$ cat config.mk
export PLATFORM = sky130hd
export DESIGN_NAME = dcache_line_mover
export DESIGN_NICKNAME = d
export VERILOG_FILES = /design/src/rtl/dcache_line_mover_pkg.sv /design/src/rtl/dcache_line_mover_line_shift_buf.sv /design/src/rtl/dcache_line_mover.sv
export SDC_FILE = /design/constraint.sdc
export NUM_CORES = 1
export LEC_CHECK = 0
export ABC_AREA = 1
export BUFFER_PORTS_ARGS = -buffer_cell sky130_fd_sc_hd__buf_4
export CAP_MARGIN = 10
export CORE_ASPECT_RATIO = 0.7
export CORE_MARGIN = 2
export CORE_UTILIZATION = 41
export CTS_CLUSTER_SIZE = 12
export DETAILED_ROUTE_END_ITERATION = 8
export GPL_ROUTABILITY_DRIVEN = 0
export GPL_TIMING_DRIVEN = 0
export PLACE_DENSITY = 0.67
export SETUP_SLACK_MARGIN = 0.5
export SLEW_MARGIN = 20
export SYNTH_ARGS = -nofsm -noshare
export SYNTH_HDL_FRONTEND = slang
export SYNTH_HIERARCHICAL = 1
export SYNTH_SLANG_ARGS = --single-unit
$ cat constraint.sdc
create_clock -name clkIn -period 9.17 [get_ports clkIn]
set_input_delay 0 -clock clkIn [delete_from_list [all_inputs] [get_ports clkIn]]
set_output_delay 0 -clock clkIn [all_outputs]
set_load 0.05 [all_outputs]
$ cat src/rtl/dcache_line_mover_pkg.sv
// Shared definitions for the cache line movers: FSM state encoding and RAM direction constants.
package dcache_line_mover_pkg;

    typedef enum logic [2:0] {
        IDLE  = 3'd0,
        READ  = 3'd1,
        WRITE = 3'd2,
        DONE  = 3'd3,
        COOL  = 3'd4
    } state_t;

    localparam logic RAM_READ  = 1'b0;
    localparam logic RAM_WRITE = 1'b1;

endpackage

$ cat src/rtl/dcache_line_mover_line_shift_buf.sv
// One cache line of byte storage: parallel load, byte-indexed write, byte-indexed read.
module line_shift_buf #(
    parameter  int unsigned BLOCK_WIDTH = 4,
    localparam int unsigned BLOCK_SIZE  = 2**BLOCK_WIDTH
) (
    input  logic                     clkIn,
    input  logic                     resetIn,
    input  logic                     loadIn,
    input  logic [BLOCK_SIZE*8-1:0]  loadData,
    input  logic                     writeIn,
    input  logic [BLOCK_WIDTH-1:0]   writeIdx,
    input  logic [7:0]               writeByte,
    input  logic [BLOCK_WIDTH-1:0]   readIdx,
    output logic [7:0]               readByte,
    output logic [BLOCK_SIZE*8-1:0]  lineOut
);

    logic [BLOCK_SIZE-1:0][7:0] lineReg;

    always_ff @(posedge clkIn or posedge resetIn) begin
        if (resetIn) begin
            lineReg <= '0;
        end else if (loadIn) begin
            lineReg <= loadData;
        end else if (writeIn) begin
            lineReg[writeIdx] <= writeByte;
        end
    end

    assign readByte = lineReg[readIdx];
    assign lineOut  = lineReg;

endmodule

$ cat src/rtl/dcache_line_mover.sv
// Data-cache miss engine: byte-serial line writebacks to RAM and line fills from RAM.
module dcache_line_mover
    import dcache_line_mover_pkg::*;
#(
    parameter  int unsigned BLOCK_WIDTH = 4,
    localparam int unsigned BLOCK_SIZE  = 2**BLOCK_WIDTH
) (
    input  logic                      clkIn,
    input  logic                      resetIn,
    input  logic                      clearIn,
    input  logic                      missIn,
    input  logic [31-BLOCK_WIDTH:0]   missAddrIn,
    input  logic                      readWriteIn,
    input  logic [BLOCK_SIZE*8-1:0]   writeBackIn,
    output logic                      memDataValid,
    output logic [31-BLOCK_WIDTH:0]   memAddr,
    output logic [BLOCK_SIZE*8-1:0]   memDataOut,
    output logic                      acceptWrite,
    output logic                      busy,
    output logic [31:0]               ramAddrOut,
    output logic [7:0]                ramDataOut,
    output logic                      ramWriteOut,
    input  logic [7:0]                ramDataIn
);

    localparam logic [BLOCK_WIDTH:0] CNT_FULL = (BLOCK_WIDTH+1)'(BLOCK_SIZE);
    localparam logic [BLOCK_WIDTH:0] CNT_LAST = (BLOCK_WIDTH+1)'(BLOCK_SIZE - 1);

    state_t                    state, stateNext;
    logic [BLOCK_WIDTH:0]      cnt, cntNext;
    logic [31-BLOCK_WIDTH:0]   lineAddr;
    logic                      isFill;
    logic                      startReq;
    logic                      bufLoad, bufWrite;
    logic [BLOCK_WIDTH-1:0]    capIdx;
    logic [7:0]                bufByte;
    logic [BLOCK_SIZE*8-1:0]   bufLine;

    // A flush cancels a pending fill request, but a writeback still has to go out.
    assign startReq = missIn && !(readWriteIn && clearIn);
    assign capIdx   = cnt[BLOCK_WIDTH-1:0] - 1'b1;

    line_shift_buf #(.BLOCK_WIDTH(BLOCK_WIDTH)) u_lineBuf (
        .clkIn     (clkIn),
        .resetIn   (resetIn),
        .loadIn    (bufLoad),
        .loadData  (writeBackIn),
        .writeIn   (bufWrite),
        .writeIdx  (capIdx),
        .writeByte (ramDataIn),
        .readIdx   (cnt[BLOCK_WIDTH-1:0]),
        .readByte  (bufByte),
        .lineOut   (bufLine)
    );

    always_ff @(posedge clkIn or posedge resetIn) begin
        if (resetIn) begin
            state    <= IDLE;
            cnt      <= '0;
            lineAddr <= '0;
            isFill   <= 1'b0;
        end else begin
            state <= stateNext;
            cnt   <= cntNext;
            if (bufLoad) begin
                lineAddr <= missAddrIn;
                isFill   <= readWriteIn;
            end
        end
    end

    always_comb begin
        stateNext    = state;
        cntNext      = cnt;
        bufLoad      = 1'b0;
        bufWrite     = 1'b0;
        memDataValid = 1'b0;
        memAddr      = '0;
        memDataOut   = '0;
        acceptWrite  = 1'b0;
        busy         = (state != IDLE);
        ramAddrOut   = '0;
        ramDataOut   = '0;
        ramWriteOut  = RAM_READ;
        case (state)
            IDLE: begin
                if (startReq) begin
                    bufLoad   = 1'b1;
                    cntNext   = '0;
                    stateNext = readWriteIn ? READ : WRITE;
                end
            end
            READ: begin
                // RAM returns data one cycle late, so byte cnt-1 lands while address cnt goes out.
                if (cnt != CNT_FULL) begin
                    ramAddrOut = {lineAddr, cnt[BLOCK_WIDTH-1:0]};
                end
                bufWrite = (cnt != '0);
                if (clearIn) begin
                    stateNext = COOL;
                end else if (cnt == CNT_FULL) begin
                    stateNext = DONE;
                end else begin
                    cntNext = cnt + 1'b1;
                end
            end
            WRITE: begin
                ramAddrOut  = {lineAddr, cnt[BLOCK_WIDTH-1:0]};
                ramDataOut  = bufByte;
                ramWriteOut = RAM_WRITE;
                if (cnt == CNT_LAST) begin
                    stateNext = DONE;
                end else begin
                    cntNext = cnt + 1'b1;
                end
            end
            DONE: begin
                memAddr   = lineAddr;
                stateNext = COOL;
                if (isFill) begin
                    if (!clearIn) begin
                        memDataValid = 1'b1;
                        memDataOut   = bufLine;
                    end
                end else begin
                    acceptWrite = 1'b1;
                end
            end
            COOL: begin
                stateNext = IDLE;
            end
            default: begin
                stateNext = IDLE;
            end
        endcase
    end

endmodule

==> reports/metrics.cfg, run 1 <==
[status]
status=finished clean

[worst_setup_path]
cp.depth=9
r2r_end=u_lineBuf/lineOut[27]
cp_slowest_cell=nor2_1
r2r-start=state[0]
r2r_slack_ns=6.41
cp.required_ns=9.55
cp_top_family=simple AND/OR/NAND/NOR gates
worst_path_most_repeated_cell=buf_4
critPathLaunchType=register
critPathLaunch=state[0]
max_stage_delay_ns=0.87
worst-path-buf-inv=4
crit_path_max_fanout=15
rr_worst_depth=9
arrival_ns=3.14
worstPathCellList=inv_2, nand2_2, nor2_2, buf_4, buf_4, nor2_1, buf_2, nand2_1, nand3_1
worstSetupEndpointType=register
endpoint=u_lineBuf/lineOut[27]
crit_type=reg2reg

[global_route]
grt_pass1_wl_um=71600
met3_usage_pct=6.57
grt_use_total_pct=34.3
grt-ovfl-total=0
grt_pass1_vias=12600
busiest_layer=met2
antenna_found_initial=0
globalRouteMet2Util_pct=50.8
grt_util_met1_pct=49.7
grt_max_degree=71

[power_and_ir_drop]
p_per_area_nw_per_um2=292
leakage_nw=8.80
ir_drop_mv=0.192

[floorplanning]
num_rows=49
die_h_um=140
die_area_um2=27700
io_pins=369
die_x_um=198
core_area_um2=25800
initial_utilization_pct=41.9

[placement]
place_ws_ns=6.49
hpwl_um=35000
dp_cells=2441
io_buffers=368

[timing]
fin_worst_skew_ns=0.0113
worstMarginPinSlew_ns=1.13
grt_setup_unrepaired=no
min_period_ns=2.76
relSlewSlack_pct=24.7
setup_ws_ns=6.41
finalSetupViolCount=0
fin_setup_tns_ns=0
slew_violations=0
min_period_over_period_pct=30.1
hold_violations=0
fmax_ghz=0.362

[synthesis]
syn-instance-count=1714
synth.yosys.seq_area_share_pct=38.2
avgSynthCellArea_um2=6.31
ys_ff_latch=165
synth_area_um2=10800
synth_cell_types=26
ys_warn_count=6
syn-num-nets=1887

[cells_and_area]
drive_gt1_share_pct=23.1
stdcell_count=2631
fin_util_pct=63.2
area_delta_synth_final_pct=50.7
nets=2435

[routing]
viasPerCell=5.06
wl_per_cell_um=18.2
first_pass_iters=5
drc_errors=0
drt_iter0_drc=1199
ant_nets=0
routed_wl_um=48000
vias=13300

[cts]
ctsHtreeMaxLevel=4
clockBufferDepth=2
cts_resized=0
cts.sinks=165
numCtsBuffers=17
insertion_delay_ns=0.44
cts.reportedPaths.clkPinSlew_ns=0.06
clock-root-buffer=clkbuf_16
cts_tree=done

[job]
maxCapViolations=0

[min_path]
hp-class=in2reg

-- layout by cell type, fill, tap and decap left out, types with 2 or more instances in the layout --
cell | Yosys | routed
clkinvlp_4 | 0 | 2
buf_4 | 13 | 381
nor2_2 | 22 | 23
nor2_4 | 26 | 26
nand2_1 | 628 | 628
ha_1 | 4 | 4
o21ai_0 | 21 | 21
o21ai_1 | 9 | 9
inv_1 | 297 | 295
clkbuf_8 | 0 | 6
dlygate4sd3_1 | 0 | 159
a21oi_1 | 2 | 2
nand3_1 | 241 | 241
xor2_1 | 2 | 2
bufinv_16 | 0 | 3
clkbuf_1 | 14 | 14
buf_2 | 36 | 36
inv_2 | 5 | 6
nor2_1 | 207 | 206
clkbuf_16 | 0 | 17
dfrtp_1 | 165 | 165
buf_6 | 13 | 13
-- synthesized netlist by cell type, drive strengths merged --
cell | count | area (µm²)
xnor2 | 1 | 8.76
nor3 | 2 | 26.3
o21ai | 31 | 159
nor2 | 255 | 1210
xor2 | 2 | 17.5
nand4 | 1 | 6.26
nand2 | 629 | 2360
buf | 63 | 439
nand3 | 241 | 1210
ha | 4 | 50.1
clkbuf | 14 | 52.6
dfrtp | 165 | 4130
inv | 303 | 1140
a21oi | 2 | 10.0
nand3b | 1 | 7.51
-- how the worst min path moves through the flow --
stage                         startpoint                      to  slack (ns)  depth (start not counted)
final                       ramDataIn[6]   u_lineBuf/lineOut[14]        0.03                          5
after global routing        ramDataIn[6]  u_lineBuf/lineOut[118]        0.03                          5
after CTS                   ramDataIn[6]   u_lineBuf/lineOut[14]       0.008                          5
after detailed placement         resetIn            lineAddr[25]       -0.01                          2
after global placement    missAddrIn[26]            lineAddr[26]        0.21                          3
after floorplan              readWriteIn                  isFill        0.12                          2
-- routing by layer --
metal	share of wire [%]	vias up
met5	0	-
met4	3.4	0
met3	9.8	110
met2	43	783
met1	44	6231
li1	-	6193
-- sequential cells by signal, indices dropped and copies added (netlist names) --
signal             flops
cnt                    5
isFill                 1
lineAddr              28
state                  3
u_lineBuf/lineOut    128
-- where the power goes --
part	total (W)	internal (W)	leakage, nW	switching [W]
registers	0.00137	0.00107	2.06	0.000300
clock network	0.000779	0.000469	0.303	0.000309
logic	0.00262	0.000799	6.44	0.00182
-- area by class of cell --
class / count / area [µm²]
Fill cell: 2415 / 9500
Multi-Input combinational cell: 1169 / 5060
Timing Repair Buffer: 529 / 4400
Sequential cell: 165 / 4130
Inverter: 303 / 1150
Clock buffer: 23 / 508
Buffer: 77 / 492
Tap cell: 357 / 447
Clock inverter: 7 / 119
Antenna cell: 1 / 2.50
-- repair_timing --
item                      in CTS  in global routing
buffers inserted               0                  0
hold buffers                 159                  0
hold endpoints to repair     266                  0
-- cells by family (layout without fill, tap and decap cells) --
logic type               count (synthesis)  count (layout)  share of synthesized area (%)
other                                    0               1                              0
XOR/XNOR                                 3               3                          0.243
AND/OR/NAND/NOR                       1129            1129                           44.5
adder cells (fa/ha/maj)                  4               4                          0.462
AO/OA/AOI/OAI                           33              33                           1.56
buffers and inverters                  380             939                           15.1
flip-flops                             165             165                           38.2
-- tightest hold or removal path: cells and delay by family --
kind	cells	cell delay, ns
buffers and inverters	2	0.19
AND/OR/NAND/NOR	3	0.23
-- through the flow --
| step | hold slack (ns) | cell area [µm²] | total power [W] |
|---|---|---|---|
| global route | 0.0349 | 16300 | 0.00505 |
| CTS | 0.00814 | 16300 | 0.00470 |
| floorplan | 0.121 | 10800 | 0.00301 |
| detailed placement | -0.0145 | 14100 | 0.00386 |
| global placement | 0.209 | 14000 | 0.00382 |
| finish | 0.0263 | 16300 | 0.00477 |
Power figures use the tool's default switching activity.
==> run 2, diff against run 1 <==
- ABC_AREA: 1 -> 0
- PLACE_DENSITY: 0.67 -> 0.68
- clock period: 9.17 -> 2.7 ns (I/O delays scaled with it)
==> reports/metrics.cfg, run 2 <==
[status]
status=finished clean

[timing]
fin_setup_tns_ns=0
fin_worst_skew_ns=0.0137
grt_setup_unrepaired=yes
min_period_over_period_pct=88.3
relSlewSlack_pct=33.3
setup_ws_ns=0.316
hold_violations=0
finalSetupViolCount=0
slew_violations=0
worstMarginPinSlew_ns=1.00
min_period_ns=2.38
fmax_ghz=0.420

[cells_and_area]
diodes=0
layout_common_cells=327 x buf_4, 172 x and2_1, 162 x dfrtp_1
fillers=1726
nets=1942
final_common_cell=buf_4
largest_reg_flops=128
stdcell_count=2106
area_delta_synth_final_pct=71.0
fin_util_pct=71.6
design_area_um2=17700
drive_gt1_share_pct=43.0

[synthesis]
synth_commonest_cells=200 x and2_1, 165 x dfrtp_1, 136 x nor2_1, 131 x nand3_1, 128 x a31oi_1
async_flop_share_pct=100
synthFlopType=dfrtp_1
avgSynthCellArea_um2=8.82
syn-num-nets=1349
synth_area_um2=10400
synth_top_area_cell=dfrtp_1
ys_ff_latch=165
ys_warn_count=6
synth.top_cells.by_area=dfrtp_1 40%, and2_1 12%, a31oi_1 7.7%
synth_cell_types=49
synth_top_cell_area_share_pct=39.8
syn-instance-count=1176
synth_most_common_cell=and2_1
synth-edff-count=0
synth.yosys.seq_area_share_pct=39.8

[min_path]
hp-class=in2reg
hold_start=ramDataIn[6]

[worst_setup_path]
worstSetupEndpointType=primary output
worst_path_most_repeated_cell=buf_12
max_stage_delay_ns=0.58
critPathLaunchType=register
r2r-start=cnt[0]
crit_path_max_fanout=6
worstPathCellList=buf_12, buf_12, mux4_2, a22oi_2, nand2_1, and2_1, buf_6
r2r_slack_ns=0.34
endpoint=ramDataOut[2]
cp_top_family=multiplexers
r2r_end=u_lineBuf/lineOut[31]
critPathLaunch=cnt[0]
cp_slowest_cell=mux4_2
crit_type=reg2out
arrival_ns=2.38
cp.required_ns=2.70
rr_worst_depth=10
cp.depth=7
worst-path-buf-inv=3

[power_and_ir_drop]
ir_drop_mv=0.836
leakage_nw=7.56
p_per_area_nw_per_um2=1130

[routing]
ant_nets=0
first_pass_iters=8
vias=12900
drc_errors=0
wl_per_cell_um=24.8
routed_wl_um=52300
viasPerCell=6.14
drt_iter0_drc=1991

[floorplanning]
die_x_um=194
io_pins=369
core_area_um2=24700
die_h_um=137
initial_utilization_pct=41.9
die_area_um2=26600
num_rows=48

[job]
maxCapViolations=0

[placement]
dp_cells=1867
dpl-instance-area_um2=13600
io_buffers=360
hpwl_um=35900
place_ws_ns=-0.141

[global_route]
grt_max_degree=30
antenna_found_initial=1
grt-ovfl-total=0
grt_pass1_wl_um=72700
grt_pass1_vias=12000
grt_use_total_pct=36.3

[cts]
clockBufferDepth=2
cts_tree=done
cts.reportedPaths.clkPinSlew_ns=0.07
insertion_delay_ns=0.44
ctsHtreeMaxLevel=4
numCtsBuffers=17
cts.sinks=165
clock-root-buffer=clkbuf_16

run 2: cell types whose count changed after synthesis, sizes merged, moves of 16 or more:
cell and delta:
nand2 -619, inv -291, and2 +200, a31oi +128, nor2 -119, nand3 -110, o21ai +100, clkbuf +67
mux4 +32, mux2 +29, a22oi +16
run 2: cells by family after synthesis:
family	count (synthesis)	share of synthesized area (%)
AO/OA/AOI/OAI	287	16.2
XOR/XNOR	3	0.253
adder cells (fa/ha/maj)	4	0.483
buffers and inverters	146	6.44
flip-flops	165	39.8
multiplexers	62	10.8
AND/OR/NAND/NOR	509	26.0
run 2: worst min-delay path: stages:
cell,delay (ns)
clkbuf_1,0.27
nand3_2,0.14
a31oi_1,0.06
run 2: stage by stage:
| stage | total power, W | hold slack [ns] |
|---|---|---|
| 6_report | 0.0200 | 0.0831 |
| 5_1_grt | 0.0206 | 0.0753 |
| 4_1_cts | 0.0178 | 0.0326 |
| 3_5_place_dp | 0.0141 | -0.0440 |
| 3_3_place_gp | 0.0140 | 0.215 |
| 2_1_floorplan | 0.0107 | 0.132 |
run 2: cell type report:
class                   instances  area [µm²]  share of cell area [%]
flip-flops and latches        165        4130                    23.3
multi-input cells             865        6110                    34.5
plain buffers                 134        1040                    5.84
repair buffers                574        5370                    30.3
clock buffers                  18         439                    2.48
clock inverters                13         173                   0.974
well taps                     325         407                    2.29
inverters                      12        57.6                   0.325
run 2: repair_timing:
action                     4_1_cts  5_1_grt
hold buffers                   161        0
gates resized for setup        169      380
pin swaps                       15       86
setup buffers                   19       10
setup endpoints to repair      316      299
cloned                           5       13
hold endpoints to repair       281        0
run 2: worst min path at each step:
stage / end / slack, ns / cells past startpoint
4_1_cts: u_lineBuf/lineOut[121] / 0.03 / 3
2_1_floorplan: lineAddr[3] / 0.13 / 1
3_3_place_gp: lineAddr[3] / 0.22 / 2
3_5_place_dp: lineAddr[19] / -0.04 / 2
6_report: u_lineBuf/lineOut[126] / 0.08 / 3
5_1_grt: u_lineBuf/lineOut[126] / 0.08 / 3
run 2: metal layers:
metal	track usage (%)	vias to the layer above	share of wire, %
li1	-	5364	-
met1	50.3	6233	38
met2	53.2	1140	43
met3	12.0	192	15
met4	12.3	2	3.9
met5	0	-	0.019
run 2: power breakdown:
part,switching (W),internal [W]
sequential,0.00129,0.00366
combinational,0.00734,0.00515
clock,0.00112,0.00149
total,0.00975,0.0103
